--- src/rtl/fft8_unload_if.sv ---
// Bundle between the FFT8 result port, the serial bin stream and the status flags.
// The outMag signal exists only when FFT8_UNLOAD_MAG_EN is defined.
interface fft8_unload_if #(
    parameter int W = 16
);
    logic         resultValid;
    logic [W-1:0] y  [0:7];
    logic [W-1:0] yi [0:7];
    logic         outValid;
    logic         outReady;
    logic [W-1:0] outRe;
    logic [W-1:0] outIm;
    logic [2:0]   outIdx;
    logic         outLast;
    logic         frameDropped;
    logic         busy;
`ifdef FFT8_UNLOAD_MAG_EN
    logic [W-1:0] outMag;
`endif

    modport slave (
        input  resultValid, y, yi, outReady,
        output outValid, outRe, outIm, outIdx, outLast, frameDropped, busy
`ifdef FFT8_UNLOAD_MAG_EN
        , output outMag
`endif
    );

    modport master (
        output resultValid, y, yi, outReady,
        input  outValid, outRe, outIm, outIdx, outLast, frameDropped, busy
`ifdef FFT8_UNLOAD_MAG_EN
        , input outMag
`endif
    );
endinterface

--- src/rtl/fft8_unload.sv ---
// Double-buffered FFT8 frame capture, streamed out one bin per cycle over valid/ready.
// Define FFT8_UNLOAD_MAG_EN to add the outMag magnitude estimate.
//
// state | meaning
// IDLE  | no frame being drained, outValid low
// DRAIN | presenting bins of buffer rsel, outValid high
module fft8_unload #(
    parameter int INT_BITS  = 8,
    parameter int FRAC_BITS = 8
) (
    input  logic          clk,
    input  logic          rst_n,
    fft8_unload_if.slave  bus
);
    localparam int W = INT_BITS + FRAC_BITS;

    typedef enum logic {IDLE, DRAIN} state_t;

    state_t       state_q;
    logic [W-1:0] buf_re_q [2][8];
    logic [W-1:0] buf_im_q [2][8];
    logic [1:0]   full_q;
    logic         wsel_q;
    logic         rsel_q;
    logic [2:0]   idx_q;
    logic         valid_q;
    logic         last_q;
    logic         drop_q;
    logic [W-1:0] re_q;
    logic [W-1:0] im_q;
    logic         capture;
    logic         other_sel;

    assign capture   = bus.resultValid && !full_q[wsel_q];
    assign other_sel = ~rsel_q;

    // Frame storage needs no reset: full_q alone decides whether contents are meaningful.
    always_ff @(posedge clk) begin
        if (capture) begin
            for (int i = 0; i < 8; i++) begin
                buf_re_q[wsel_q][i] <= bus.y[i];
                buf_im_q[wsel_q][i] <= bus.yi[i];
            end
        end
    end

    always_ff @(posedge clk or negedge rst_n) begin
        if (!rst_n) begin
            state_q <= IDLE;
            full_q  <= 2'b00;
            wsel_q  <= 1'b0;
            rsel_q  <= 1'b0;
            idx_q   <= 3'd0;
            valid_q <= 1'b0;
            last_q  <= 1'b0;
            drop_q  <= 1'b0;
            re_q    <= '0;
            im_q    <= '0;
        end else begin
            drop_q <= 1'b0;
            if (bus.resultValid) begin
                if (!full_q[wsel_q]) begin
                    full_q[wsel_q] <= 1'b1;
                    wsel_q         <= ~wsel_q;
                end else begin
                    drop_q <= 1'b1;
                end
            end

            case (state_q)
                IDLE: begin
                    if (full_q[rsel_q]) begin
                        state_q <= DRAIN;
                        valid_q <= 1'b1;
                        idx_q   <= 3'd0;
                        last_q  <= 1'b0;
                        re_q    <= buf_re_q[rsel_q][0];
                        im_q    <= buf_im_q[rsel_q][0];
                    end
                end
                DRAIN: begin
                    if (bus.outReady) begin
                        if (idx_q == 3'd7) begin
                            // A freed buffer cannot be the capture target this edge, so no set/clear clash.
                            full_q[rsel_q] <= 1'b0;
                            rsel_q         <= other_sel;
                            idx_q          <= 3'd0;
                            last_q         <= 1'b0;
                            if (full_q[other_sel]) begin
                                re_q <= buf_re_q[other_sel][0];
                                im_q <= buf_im_q[other_sel][0];
                            end else begin
                                state_q <= IDLE;
                                valid_q <= 1'b0;
                            end
                        end else begin
                            idx_q  <= idx_q + 3'd1;
                            last_q <= (idx_q == 3'd6);
                            re_q   <= buf_re_q[rsel_q][idx_q + 3'd1];
                            im_q   <= buf_im_q[rsel_q][idx_q + 3'd1];
                        end
                    end
                end
                default: state_q <= IDLE;
            endcase
        end
    end

    assign bus.outValid     = valid_q;
    assign bus.outRe        = re_q;
    assign bus.outIm        = im_q;
    assign bus.outIdx       = idx_q;
    assign bus.outLast      = last_q;
    assign bus.frameDropped = drop_q;
    assign bus.busy         = full_q[0] | full_q[1];

`ifdef FFT8_UNLOAD_MAG_EN
    logic [W:0]   ext_re, ext_im, abs_re, abs_im, mag_max, mag_min;
    logic [W+1:0] mag_sum;

    // Derived from the registered bin, so it holds exactly when outRe/outIm hold.
    always_comb begin
        ext_re  = {re_q[W-1], re_q};
        ext_im  = {im_q[W-1], im_q};
        abs_re  = ext_re[W] ? (~ext_re + {{W{1'b0}}, 1'b1}) : ext_re;
        abs_im  = ext_im[W] ? (~ext_im + {{W{1'b0}}, 1'b1}) : ext_im;
        mag_max = (abs_re > abs_im) ? abs_re : abs_im;
        mag_min = (abs_re > abs_im) ? abs_im : abs_re;
        mag_sum = {1'b0, mag_max} + {1'b0, (mag_min >> 1)};
    end

    assign bus.outMag = (mag_sum > {3'b000, {(W-1){1'b1}}}) ? {1'b0, {(W-1){1'b1}}}
                                                            : mag_sum[W-1:0];
`endif
endmodule

--- src/flat_wrapper.sv ---
// flat-port wrapper written by rule: the top's interface ports become plain ports
module fft8_unload_flat 
#(
    parameter int INT_BITS  = 8,
    parameter int FRAC_BITS = 8
)
  (clk, rst_n, bus_resultValid, bus_y, bus_yi, bus_outReady, bus_outValid, bus_outRe, bus_outIm, bus_outIdx, bus_outLast, bus_frameDropped, bus_busy);
  fft8_unload_if #(.W((16))) bus_i ();
  input  logic clk;
  input  logic rst_n;
  input wire logic [$bits(bus_i.resultValid)-1:0] bus_resultValid;
  input wire logic [$bits(bus_i.y)-1:0] bus_y;
  input wire logic [$bits(bus_i.yi)-1:0] bus_yi;
  input wire logic [$bits(bus_i.outReady)-1:0] bus_outReady;
  output wire logic [$bits(bus_i.outValid)-1:0] bus_outValid;
  output wire logic [$bits(bus_i.outRe)-1:0] bus_outRe;
  output wire logic [$bits(bus_i.outIm)-1:0] bus_outIm;
  output wire logic [$bits(bus_i.outIdx)-1:0] bus_outIdx;
  output wire logic [$bits(bus_i.outLast)-1:0] bus_outLast;
  output wire logic [$bits(bus_i.frameDropped)-1:0] bus_frameDropped;
  output wire logic [$bits(bus_i.busy)-1:0] bus_busy;
  assign bus_i.resultValid = bus_resultValid;
  assign bus_i.y = {>>{bus_y}};
  assign bus_i.yi = {>>{bus_yi}};
  assign bus_i.outReady = bus_outReady;
  assign bus_outValid = bus_i.outValid;
  assign bus_outRe = bus_i.outRe;
  assign bus_outIm = bus_i.outIm;
  assign bus_outIdx = bus_i.outIdx;
  assign bus_outLast = bus_i.outLast;
  assign bus_frameDropped = bus_i.frameDropped;
  assign bus_busy = bus_i.busy;
  fft8_unload #(.INT_BITS(INT_BITS), .FRAC_BITS(FRAC_BITS)) u_core (.clk(clk), .rst_n(rst_n), .bus(bus_i));
endmodule
--- config.mk ---
export PLATFORM = sky130hd
export DESIGN_NAME = fft8_unload_flat
export DESIGN_NICKNAME = d
export VERILOG_FILES = /design/src/rtl/fft8_unload_if.sv /design/src/rtl/fft8_unload.sv /design/src/flat_wrapper.sv
export SDC_FILE = /design/constraint.sdc
export NUM_CORES = 1
export LEC_CHECK = 0
export ABC_AREA = 1
export BUFFER_PORTS_ARGS = -buffer_cell sky130_fd_sc_hd__buf_2
export CAP_MARGIN = 20
export CORE_MARGIN = 2
export CORE_UTILIZATION = 33
export DETAILED_ROUTE_END_ITERATION = 8
export GPL_TIMING_DRIVEN = 1
export PLACE_DENSITY_LB_ADDON = 0.1
export SETUP_SLACK_MARGIN = 0.05
export SLEW_MARGIN = 20
export SYNTH_ARGS = -nofsm -noshare
export SYNTH_HDL_FRONTEND = slang
export SYNTH_SLANG_ARGS = --single-unit
--- constraint.sdc ---
create_clock -name clk -period 30 [get_ports clk]
set_clock_uncertainty 0.1 [all_clocks]
set_input_delay 3 -clock clk [delete_from_list [all_inputs] [get_ports clk]]
set_output_delay 3 -clock clk [all_outputs]
set_load 0.01 [all_outputs]
==> run summary, run 1 <==
cell depth of the worst setup path = 7
critical path's most frequent cell = buf_4
Multi-input gate area = 6160 sq um
post-DR vias/cell = 4.70
synth warn = 0
Post-CTS Hold Fix Bufs = 0
Final Hold Slack = 0.374 ns
Final Cycle Share = 0.196
largest cells by area after synthesis = edfxtp_1 63%, nand2_1 10%, nand3_1 5.6%, dfrtp_1 4.4%, nor2_1 3.7%
initial DRC count = 1,339
Worst-Skew Late Latency = 0.60 ns
Syn Inst Count = 2,317
# IOs = 299
total CTS buffers = 67
via count = 16,914
number of flops mapped to enable cells by yosys = 512
CP top delay family = buffers and inverters
WP data required = 30.12 ns
Max-Slew Margin vs Limit = 0.283
max incr delay on CP = 0.78 ns
met1 Track Usage GR = 0.268
Initial Util = 0.333
#FFs+latches synth = 555
CTS tree = done
largest net degree at the start of global routing = 224
clock tree sinks = 555
CP Capture Type = flip-flop
Post-CTS Setup Bufs = 0
post-cts resize count = 0
final critical-path required period = 5.89 ns
most frequent cells in the layout = 670 x nand2_1, 512 x edfxtp_1, 298 x buf_2, 272 x nand3_1, 239 x nor2_1
unrepaired setup endpoints after global routing = no
peak supply drop = 0.0473 mV
fraction of registers with async set/reset = 0.0775
Hold Crit Class = flip-flop to flip-flop
final core utilization = 0.391
worst-path maximum fanout = 62
Crit Path Class = input pin to flip-flop
crit-path cells = buf_2 -> nand2_1 -> nor2_4 -> buf_16 -> buf_4 -> buf_4 -> buf_4
Clock transition at path regs = 0.06 ns
die width = 275 um
port bufs = 298
syn avg cell area = 10.5 sq um
hold depth = 2
vias in the first global route = 16,042
ys flop type = edfxtp_1
busiest grt layer = met2
WP buf/inv = 5
first-pass GRT wire length = 105,000 um
DRC = 0
core area = 72,800 sq um
clk root buf = clkbuf_16
post-synth net total = 2,580
Power per Cell Area = 90.9 nW/um^2
# fillers = 7,230
share of cells above drive strength 1 = 0.171
initial antenna violation count = 17
final hold vios = 0
gpl congestion = 0.773
GR Util All Layers = 0.188
Setup TNS = 0 ns
Rows = 99
area delta synth->final = 17.6%
Max stage delay cell, worst path = buf_4
WL/cell = 20.0 um
commonest non-fill, non-tap cell in the layout = nand2_1
register area = 16,500 sq um
antenna viol nets, final = 0
DR pass1 iterations = 7
deepest clock path buffer count = 3
Final Slew Violations = 0
Die Span Y = 275 um
post-DP HPWL = 45,500 um
synth unique cells = 28
GR met2 Demand/Resource = 0.291
top cell type's share of synthesized area = 0.635
WL final = 71,800 um
Nets = 2,840
status = finished clean
mapped cell area = 24,200 sq um
Worst setup SP type = input pin
fmax = 170 MHz
total number of H-tree levels = 3
max-capacitance violation count = 0
post-synth top area cell = edfxtp_1
final cell count without fillers = 3,596
die footprint = 75,600 sq um
DP Cell Count = 3,466
Worst R2R Path Depth = 11
met3 Use GR = 0.0358
Final Setup Violations = 0
WP data arrival = 6.00 ns
P_leak = 11.7 nW
post-synthesis sequential area ratio = 0.679
gr ovfl total = 0
Worst Max-Slew Pin Slew = 1.08 ns
metal layers:
| layer | up-vias | routed length [um] |
|---|---|---|
| li1 | 8253 | - |
| met1 | 8108 | 33400 |
| met2 | 458 | 32700 |
| met3 | 95 | 4240 |
| met4 | 0 | 1450 |
| met5 | - | 0 |
synthesized netlist by cell type, types with 2 or more instances:
| cell | number |
|---|---|
| inv_1 | 222 |
| o31ai_1 | 21 |
| a21oi_1 | 57 |
| o21ai_0 | 29 |
| nand2_1 | 670 |
| ha_1 | 3 |
| inv_4 | 2 |
| nand2_2 | 2 |
| edfxtp_1 | 512 |
| buf_6 | 14 |
| buf_4 | 30 |
| inv_2 | 3 |
| clkbuf_1 | 36 |
| buf_2 | 35 |
| a22oi_1 | 2 |
| o211ai_1 | 43 |
| nor2_1 | 242 |
| or2_2 | 26 |
| or2_0 | 11 |
| dfrtp_1 | 43 |
| o21ai_1 | 21 |
| buf_1 | 16 |
| nand3_1 | 272 |
cell type report:
type                       instances  area share
antenna                            7    0.000615
clock buffer                      91      0.0664
clock inverter                    31     0.00571
inverter                         227      0.0303
multi-input combinational       1402       0.216
sequential                       555       0.577
tap                              959      0.0421
timing repair buffer             324      0.0612
kinds of logic (layout without fill, tap and decap cells):
logic type / after synthesis / count (layout) / synth area share
DFF: 555 / 555 / 0.679
other: 0 / 7 / 0
adders and majority gates: 3 / 3 / 0.00155
buffers and inverters: 360 / 673 / 0.0679
and+or+nand+nor: 1223 / 1223 / 0.208
AOI/OAI and AO/OA: 175 / 175 / 0.0435
xor gates and xnor gates: 1 / 1 / 0.000362
power by group:
group	switching (mW)	internal, mW
clock network	0.315	0.449
logic	0.617	0.250
registers	0.0480	0.913
total	0.980	1.61
registers in the layout, summed over array words and instances, names as in the netlist:
name,cells
u_core.state_q,1
u_core.wsel_q,1
u_core.rsel_q,1
u_core.bus.outIdx,3
u_core.bus.frameDropped,1
u_core.bus.outRe,16
u_core.buf_im_q,256
u_core.bus.outValid,1
u_core.buf_re_q,256
u_core.full_q,2
u_core.bus.outIm,16
u_core.bus.outLast,1
metrics by stage:
stage	area [sq um]	setup slack [ns]	total power [mW]
5_1_grt	28500	23.86	2.76
4_1_cts	28500	24.03	2.63
6_report	28500	24.11	2.59
3_5_place_dp	26400	23.40	1.86
2_1_floorplan	24200	15.31	1.57
3_3_place_gp	26400	23.15	1.86
worst paths after layout:
| path | startpoint | endpoint | slack (ns) |
|---|---|---|---|
| max in group asynchronous | rst_n | u_core.rsel_q | 26.87 |
| worst min-delay path | u_core.bus.outIm[0] | u_core.bus.outIm[0] | 0.37 |
| worst max register to register | u_core.bus.outIdx[0] | u_core.bus.outIm[1] | 25.38 |
| worst max-delay path | bus_resultValid | u_core.buf_im_q[1][11] | 24.11 |
| min in group asynchronous | rst_n | u_core.bus.outIm[8] | 2.43 |
| worst min register to register | u_core.bus.outIm[0] | u_core.bus.outIm[0] | 0.37 |
tightest hold or removal path: cells and delay by family, from the launching register on:
family           cells  cell delay [ns]
and+or+nand+nor      2             0.10
DFF                  1             0.34
Power figures use the tool's default switching activity.
==> run 2: changes to the inputs <==
--- a/config.mk
+++ b/config.mk
@@ -5,7 +5,7 @@
 export SDC_FILE = /design/constraint.sdc
 export NUM_CORES = 1
 export LEC_CHECK = 0
-export ABC_AREA = 1
+export ABC_AREA = 0
 export BUFFER_PORTS_ARGS = -buffer_cell sky130_fd_sc_hd__buf_2
 export CAP_MARGIN = 20
 export CORE_MARGIN = 2
==> constraint.sdc (replaced) <==
create_clock -name clk -period 6.01 [get_ports clk]
set_clock_uncertainty 0.1 [all_clocks]
set_input_delay 0.601 -clock clk [delete_from_list [all_inputs] [get_ports clk]]
set_output_delay 0.601 -clock clk [all_outputs]
set_load 0.01 [all_outputs]
==> run summary, run 2 <==
cell depth of the worst setup path = 8 (+1)
critical path's most frequent cell = buf_4
Placed Area = 24,800 sq um (-6.0%)
clk root buf = clkbuf_16
mapped cell area = 22,300 sq um (-7.8%)
ys flop type = edfxtp_1
CP top delay family = simple AND/OR/NAND/NOR gates
commonest cells in the netlist = 512 x edfxtp_1, 154 x mux2i_1, 76 x a22oi_1
total number of H-tree levels = 2 (-1)
CP Capture Type = flip-flop
CTS tree = done
syn avg cell area = 17.5 sq um (+67%)
Hold Crit Class = input pin to async pin
post-synth net total = 1,541 (-40%)
top cell type's share of synthesized area = 0.688 (+0.0536)
WL final = 62,600 um (-13%)
Max-Slew Margin vs Limit = 0.238 (-0.0452)
status = finished with violations
Worst setup SP type = flip-flop
worst-path maximum fanout = 59 (-4.8%)
deepest clock path buffer count = 3 (unchanged)
port bufs = 298 (unchanged)
via count = 13,197 (-22%)
largest cells by area after synthesis = edfxtp_1 69%, mux2i_1 6.9%, dfrtp_1 4.8%, mux4_2 4.0%, a22oi_1 2.6%
cell area after layout = 27,700 sq um (-2.9%)
first-pass GRT wire length = 90,600 um (-13%)
Clock transition at path regs = 0.06 ns (about the same)
Largest regs = u_core.buf_im_q: 256 flops, u_core.buf_re_q: 256 flops
synth warn = 0 (unchanged)
Worst R2R Path Depth = 8 (-3)
GR Util All Layers = 0.176 (-0.0122)
post-synth top area cell = edfxtp_1
Setup TNS = 0 ns (unchanged)
Final Hold Slack = -0.00481 ns (-0.379 ns)
WP data required = 6.40 ns (-23.72 ns)
Rows = 95 (-4.0%)
clock tree sinks = 555 (unchanged)
crit-path cells = buf_4 -> inv_1 -> ha_4 -> nor2b_4 -> buf_4 -> a22oi_1 -> a31oi_1 -> a21oi_1
Initial Util = 0.333 (+0.000627)
initial DRC count = 935 (-30%)
Nets = 1,920 (-32%)
gpl congestion = 0.736 (-4.8%)
vias in the first global route = 13,675 (-15%)
final hold vios = 2 (+2)
most frequent cells in the layout = 512 x edfxtp_1, 298 x buf_2, 154 x mux2i_1, 84 x dlygate4sd3_1, 76 x a22oi_1
unrepaired setup endpoints after global routing = no
synth unique cells = 46 (+64%)
DP Cell Count = 2,383 (-31%)
share of cells above drive strength 1 = 0.305 (+0.134)
Crit Path Class = flip-flop to flip-flop
Max stage delay cell, worst path = nor2b_4
post-cts resize count = 0 (unchanged)
Final Slew Violations = 0 (unchanged)
Syn Inst Count = 1,278 (-45%)
initial antenna violation count = 24 (+7)
DRC = 0 (unchanged)
area delta synth->final = 23.9%
Worst-Skew Late Latency = 0.66 ns (+0.06 ns)
final cell count without fillers = 2,589 (-28%)
P_leak = 9.57 nW (-18%)
final critical-path required period = 4.05 ns
gr ovfl total = 0 (unchanged)
max incr delay on CP = 0.87 ns (+0.09 ns)
number of flops mapped to enable cells by yosys = 512 (unchanged)
total CTS buffers = 61 (-9.0%)
fraction of registers with async set/reset = 0.0775 (unchanged)
commonest non-fill, non-tap cell in the layout = edfxtp_1
final core utilization = 0.413 (+0.0217)
DR pass1 iterations = 5 (-2)
antenna viol nets, final = 0 (unchanged)
post-DP HPWL = 40,200 um (-12%)
violated checks = hold timing
peak supply drop = 0.312 mV (+560%)
max-capacitance violation count = 0 (unchanged)
# IOs = 299 (unchanged)
Final Setup Violations = 0 (unchanged)
#FFs+latches synth = 555 (unchanged)
WP data arrival = 4.44 ns (-1.56 ns)
largest net degree at the start of global routing = 153 (-32%)
WP buf/inv = 3 (-2)
most common cell in the netlist = edfxtp_1
Power per Cell Area = 475 nW/um^2 (+420%)
Die Span Y = 264 um (-3.9%)
die footprint = 69,800 sq um (-7.7%)
die width = 264 um (-3.9%)
post-synthesis sequential area ratio = 0.736 (+0.0573)
post-DR vias/cell = 5.10 (+8.4%)
WL/cell = 24.2 um (+21%)
Worst Max-Slew Pin Slew = 1.14 ns (+0.0678 ns)
Final Cycle Share = 0.674
fmax = 247 MHz
core area = 67,000 sq um (-8.0%)
run 2: cell count changes in the layout (fill, tap and decap cells not counted), sizes merged, moves of 40 or more:
cell         before  now
o21ai            51    3
dlygate4sd3       0   84
inv             228    4
o211ai           43    0
mux2              0   44
nand3           272    1
a22oi             2   76
nand2           672   43
mux4              0   40
nor2            242   29
a31oi             0   46
mux2i             0  154
run 2: kinds of logic (layout without fill, tap and decap cells):
group,after synthesis,count (layout),share of synthesized area
flip-flops,555,555,0.736
AND/OR/NAND/NOR,87,87,0.0164
buffers and inverters,95,526,0.0195
other,0,7,0
AO/OA/AOI/OAI,299,299,0.0941
multiplexers,238,238,0.132
adder cells (fa/ha/maj),3,3,0.00168
XOR/XNOR,1,1,0.000392
run 2: layout make-up:
cell class                      instances  area [sq um]
Antenna cell                            7          17.5
Clock buffer                           79          1650
Clock inverter                         36           360
Fill cell                            6221         39400
Inverter                                3          11.3
Multi-Input combinational cell        628          5510
Sequential cell                       555         16500
Tap cell                              873          1090
Timing Repair Buffer                  408          2580
run 2: per-stage QoR:
step	setup slack [ns]	total power, mW
floorplan	1.02	7.87
global placement	1.92	9.49
detailed placement	1.87	9.51
CTS	1.84	13.3
global route	1.55	13.8
finish	1.96	13.1
run 2: layer usage:
layer	routed length [um]	track usage
met4	1170	0.0494
met5	110	0
met3	4140	0.0445
met1	27800	0.241
met2	29400	0.277
run 2: final timing paths:
kind	startpoint	to	slack [ns]
worst max-delay path	u_core.bus.outIdx[0]	u_core.bus.outIm[11]	1.96
worst min-delay path	rst_n	u_core.bus.outIm[14]	-0.005
worst max register to register	u_core.bus.outIdx[0]	u_core.bus.outIm[11]	1.96
worst min register to register	u_core.bus.outIm[0]	u_core.bus.outIm[0]	0.41
max in group asynchronous	rst_n	u_core.rsel_q	5.20
min in group clk	bus_yi[40]	u_core.buf_im_q[1][40]	0.05
run 2: where the power goes:
part | switching, mW | leakage [nW] | internal, mW
registers | 0.227 | 5.08 | 4.50
logic | 2.79 | 3.50 | 1.90
clock network | 1.57 | 0.986 | 2.16
total | 4.58 | 9.57 | 8.55
run 2: timing repair:
| item | in CTS | in global routing |
|---|---|---|
| hold buffers | 84 | 0 |
| endpoints found under the hold margin | 160 | 0 |
| buffers inserted | 0 | 0 |
==> run 3: changes to the inputs <==
--- a/config.mk
+++ b/config.mk
@@ -5,7 +5,7 @@
 export SDC_FILE = /design/constraint.sdc
 export NUM_CORES = 1
 export LEC_CHECK = 0
-export ABC_AREA = 0
+export ABC_AREA = 1
 export BUFFER_PORTS_ARGS = -buffer_cell sky130_fd_sc_hd__buf_2
 export CAP_MARGIN = 20
 export CORE_MARGIN = 2
==> constraint.sdc (replaced) <==
create_clock -name clk -period 4.2 [get_ports clk]
set_clock_uncertainty 0.1 [all_clocks]
set_input_delay 0.42 -clock clk [delete_from_list [all_inputs] [get_ports clk]]
set_output_delay 0.42 -clock clk [all_outputs]
set_load 0.01 [all_outputs]
==> run summary, run 3 (synthesis results as in run 1) <==
status = finished clean
hold depth = 1
Reg-to-Reg Start = u_core.bus.outIdx[0]
peak supply drop = 0.516 mV (+65%)
P_leak = 12.8 nW (+34%)
total number of H-tree levels = 3 (+1)
initial DRC count = 1,146 (+23%)
Crit Path Class = flip-flop to flip-flop
DRC = 0 (unchanged)
deepest clock path buffer count = 3 (unchanged)
cell area after layout = 31,200 sq um (+13%)
Final Slew Violations = 0 (unchanged)
Worst R2R Path Depth = 9 (+1)
final core utilization = 0.429 (+0.0157)
GR Util All Layers = 0.192 (+0.0163)
commonest non-fill, non-tap cell in the layout = nand2_1
antenna viol nets, final = 0 (unchanged)
unrepaired setup endpoints after global routing = no
WL/cell = 19.1 um (-21%)
WL final = 73,300 um (+17%)
total CTS buffers = 67 (+9.8%)
Worst-Skew Late Latency = 0.59 ns (-0.07 ns)
Largest regs = u_core.buf_im_q: 256 flops, u_core.buf_re_q: 256 flops
via count = 17,895 (+36%)
die width = 275 um (+4.1%)
DR pass1 iterations = 5 (unchanged)
Clock transition at path regs = 0.06 ns (about the same)
Final Hold Slack = 0.0428 ns (+0.0476 ns)
largest net degree at the start of global routing = 163 (+6.5%)
vias in the first global route = 17,453 (+28%)
Initial Util = 0.333 (-0.000627)
Worst R2R End = u_core.bus.outIm[2]
Setup crit end = u_core.bus.outIm[2]
share of cells above drive strength 1 = 0.159 (-0.147)
gpl congestion = 0.759 (+3.0%)
Final Cycle Share = 0.726 (+0.0519)
Multi-input gate area = 6160 sq um (+12%)
Placed Area = 26,600 sq um (+7.3%)
area delta synth->final = 28.9%
post-DP HPWL = 45,600 um (+14%)
Worst Setup SP = u_core.bus.outIdx[0]
die footprint = 75,600 sq um (+8.3%)
post-DR vias/cell = 4.65 (-8.7%)
core area = 72,800 sq um (+8.6%)
gr ovfl total = 0 (unchanged)
worst reg-to-reg setup slack = 1.15 ns (-0.81 ns)
port bufs = 298 (unchanged)
final critical-path required period = 3.05 ns (-1.00 ns)
CP Capture Type = flip-flop
WP data arrival = 3.42 ns (-1.02 ns)
initial antenna violation count = 8 (-67%)
max-capacitance violation count = 0 (unchanged)
fmax = 328 MHz (+33%)
clk root buf = clkbuf_16
WP data required = 4.57 ns (-1.83 ns)
Final Setup Violations = 0 (unchanged)
most frequent cells in the layout = 668 x nand2_1, 512 x edfxtp_1, 298 x buf_2, 272 x nand3_1, 256 x dlygate4sd3_1
clock tree sinks = 555 (unchanged)
final hold vios = 0 (-2)
first-pass GRT wire length = 108,000 um (+20%)
Die Span Y = 275 um (+4.1%)
worst-path maximum fanout = 42 (-29%)
Power per Cell Area = 605 nW/um^2 (+28%)
CTS tree = done
Hold Crit Class = input pin to flip-flop
Max-Slew Margin vs Limit = 0.354 (+0.117)
Worst setup SP type = flip-flop
Worst Max-Slew Pin Slew = 0.965 ns (-0.178 ns)
# IOs = 299 (unchanged)
register area = 16,500 sq um (about the same)
Rows = 99 (+4.2%)
# fillers = 6,991 (+12%)
Nets = 3,102 (+62%)
run 3: changes by cell type in the layout (fill, tap and decap cells not counted), moves of 74 or more:
cell,before,now
a22oi_1,76,2
nand2_1,43,668
inv_1,2,222
nor2_1,26,239
dlygate4sd3_1,84,256
mux2i_1,154,0
nand3_1,1,272
run 3: what timing repair did:
| action | CTS | global route |
|---|---|---|
| resized for setup | 0 | 0 |
| buffers inserted | 0 | 0 |
| hold buffers | 256 | 0 |
| hold endpoints to repair | 553 | 0 |
run 3: per-stage QoR:
| step | total power [mW] | TNS, ns | setup WS, ns | instances |
|---|---|---|---|---|
| 2_1_floorplan | 11.2 | -315.09 | -0.624 | 2317 |
| 3_3_place_gp | 13.4 | 0 | 1.25 | 3473 |
| 3_5_place_dp | 13.4 | 0 | 1.11 | 3473 |
| 4_1_cts | 19.2 | 0 | 1.14 | 3841 |
| 5_1_grt | 20.1 | 0 | 0.924 | 3843 |
| 6_report | 18.9 | 0 | 1.15 | 3845 |
run 3: worst max-delay path: stages, from the launching register on:
cell	delay, ns
dfrtp_2	0.57
ha_1	0.28
ha_1	0.20
inv_2	0.21
o21ai_1	0.17
nand2_2	0.11
buf_4	0.28
nand2_2	0.60
nor2_1	0.32
a21oi_1	0.09
run 3: worst min path at each step:
stage | from | slack [ns] | end
global route | bus_yi[99] | 0.03 | u_core.buf_im_q[1][99]
finish | bus_yi[99] | 0.04 | u_core.buf_im_q[1][99]
floorplan | rst_n | 0.02 | u_core.bus.frameDropped
CTS | bus_yi[99] | 0.007 | u_core.buf_im_q[1][99]
global placement | u_core.bus.outRe[6] | 0.38 | u_core.bus.outRe[6]
detailed placement | u_core.bus.outIm[0] | 0.37 | u_core.bus.outIm[0]
run 3: final cells by class:
cell class              count  share of cell area
flip-flops and latches    555               0.527
clock inverters            24             0.00689
diodes                      4            0.000321
clock buffers              88              0.0582
inverters                 227              0.0276
multi-input cells        1402               0.197
well taps                 959              0.0384
repair buffers            586               0.144
run 3: metal layers:
| layer | part of all wire | vias up | track usage |
|---|---|---|---|
| met1 | 0.47 | 8576 | 0.273 |
| met4 | 0.020 | 12 | 0.0536 |
| met3 | 0.050 | 99 | 0.0319 |
| met5 | 0.0010 | - | 0 |
| met2 | 0.46 | 435 | 0.304 |
| li1 | - | 8773 | - |
run 3: power breakdown:
group | switching [mW] | total [mW] | internal [mW]
Clock | 2.22 | 5.49 | 3.27
Sequential | 0.315 | 6.83 | 6.52
Combinational | 4.55 | 6.57 | 2.03
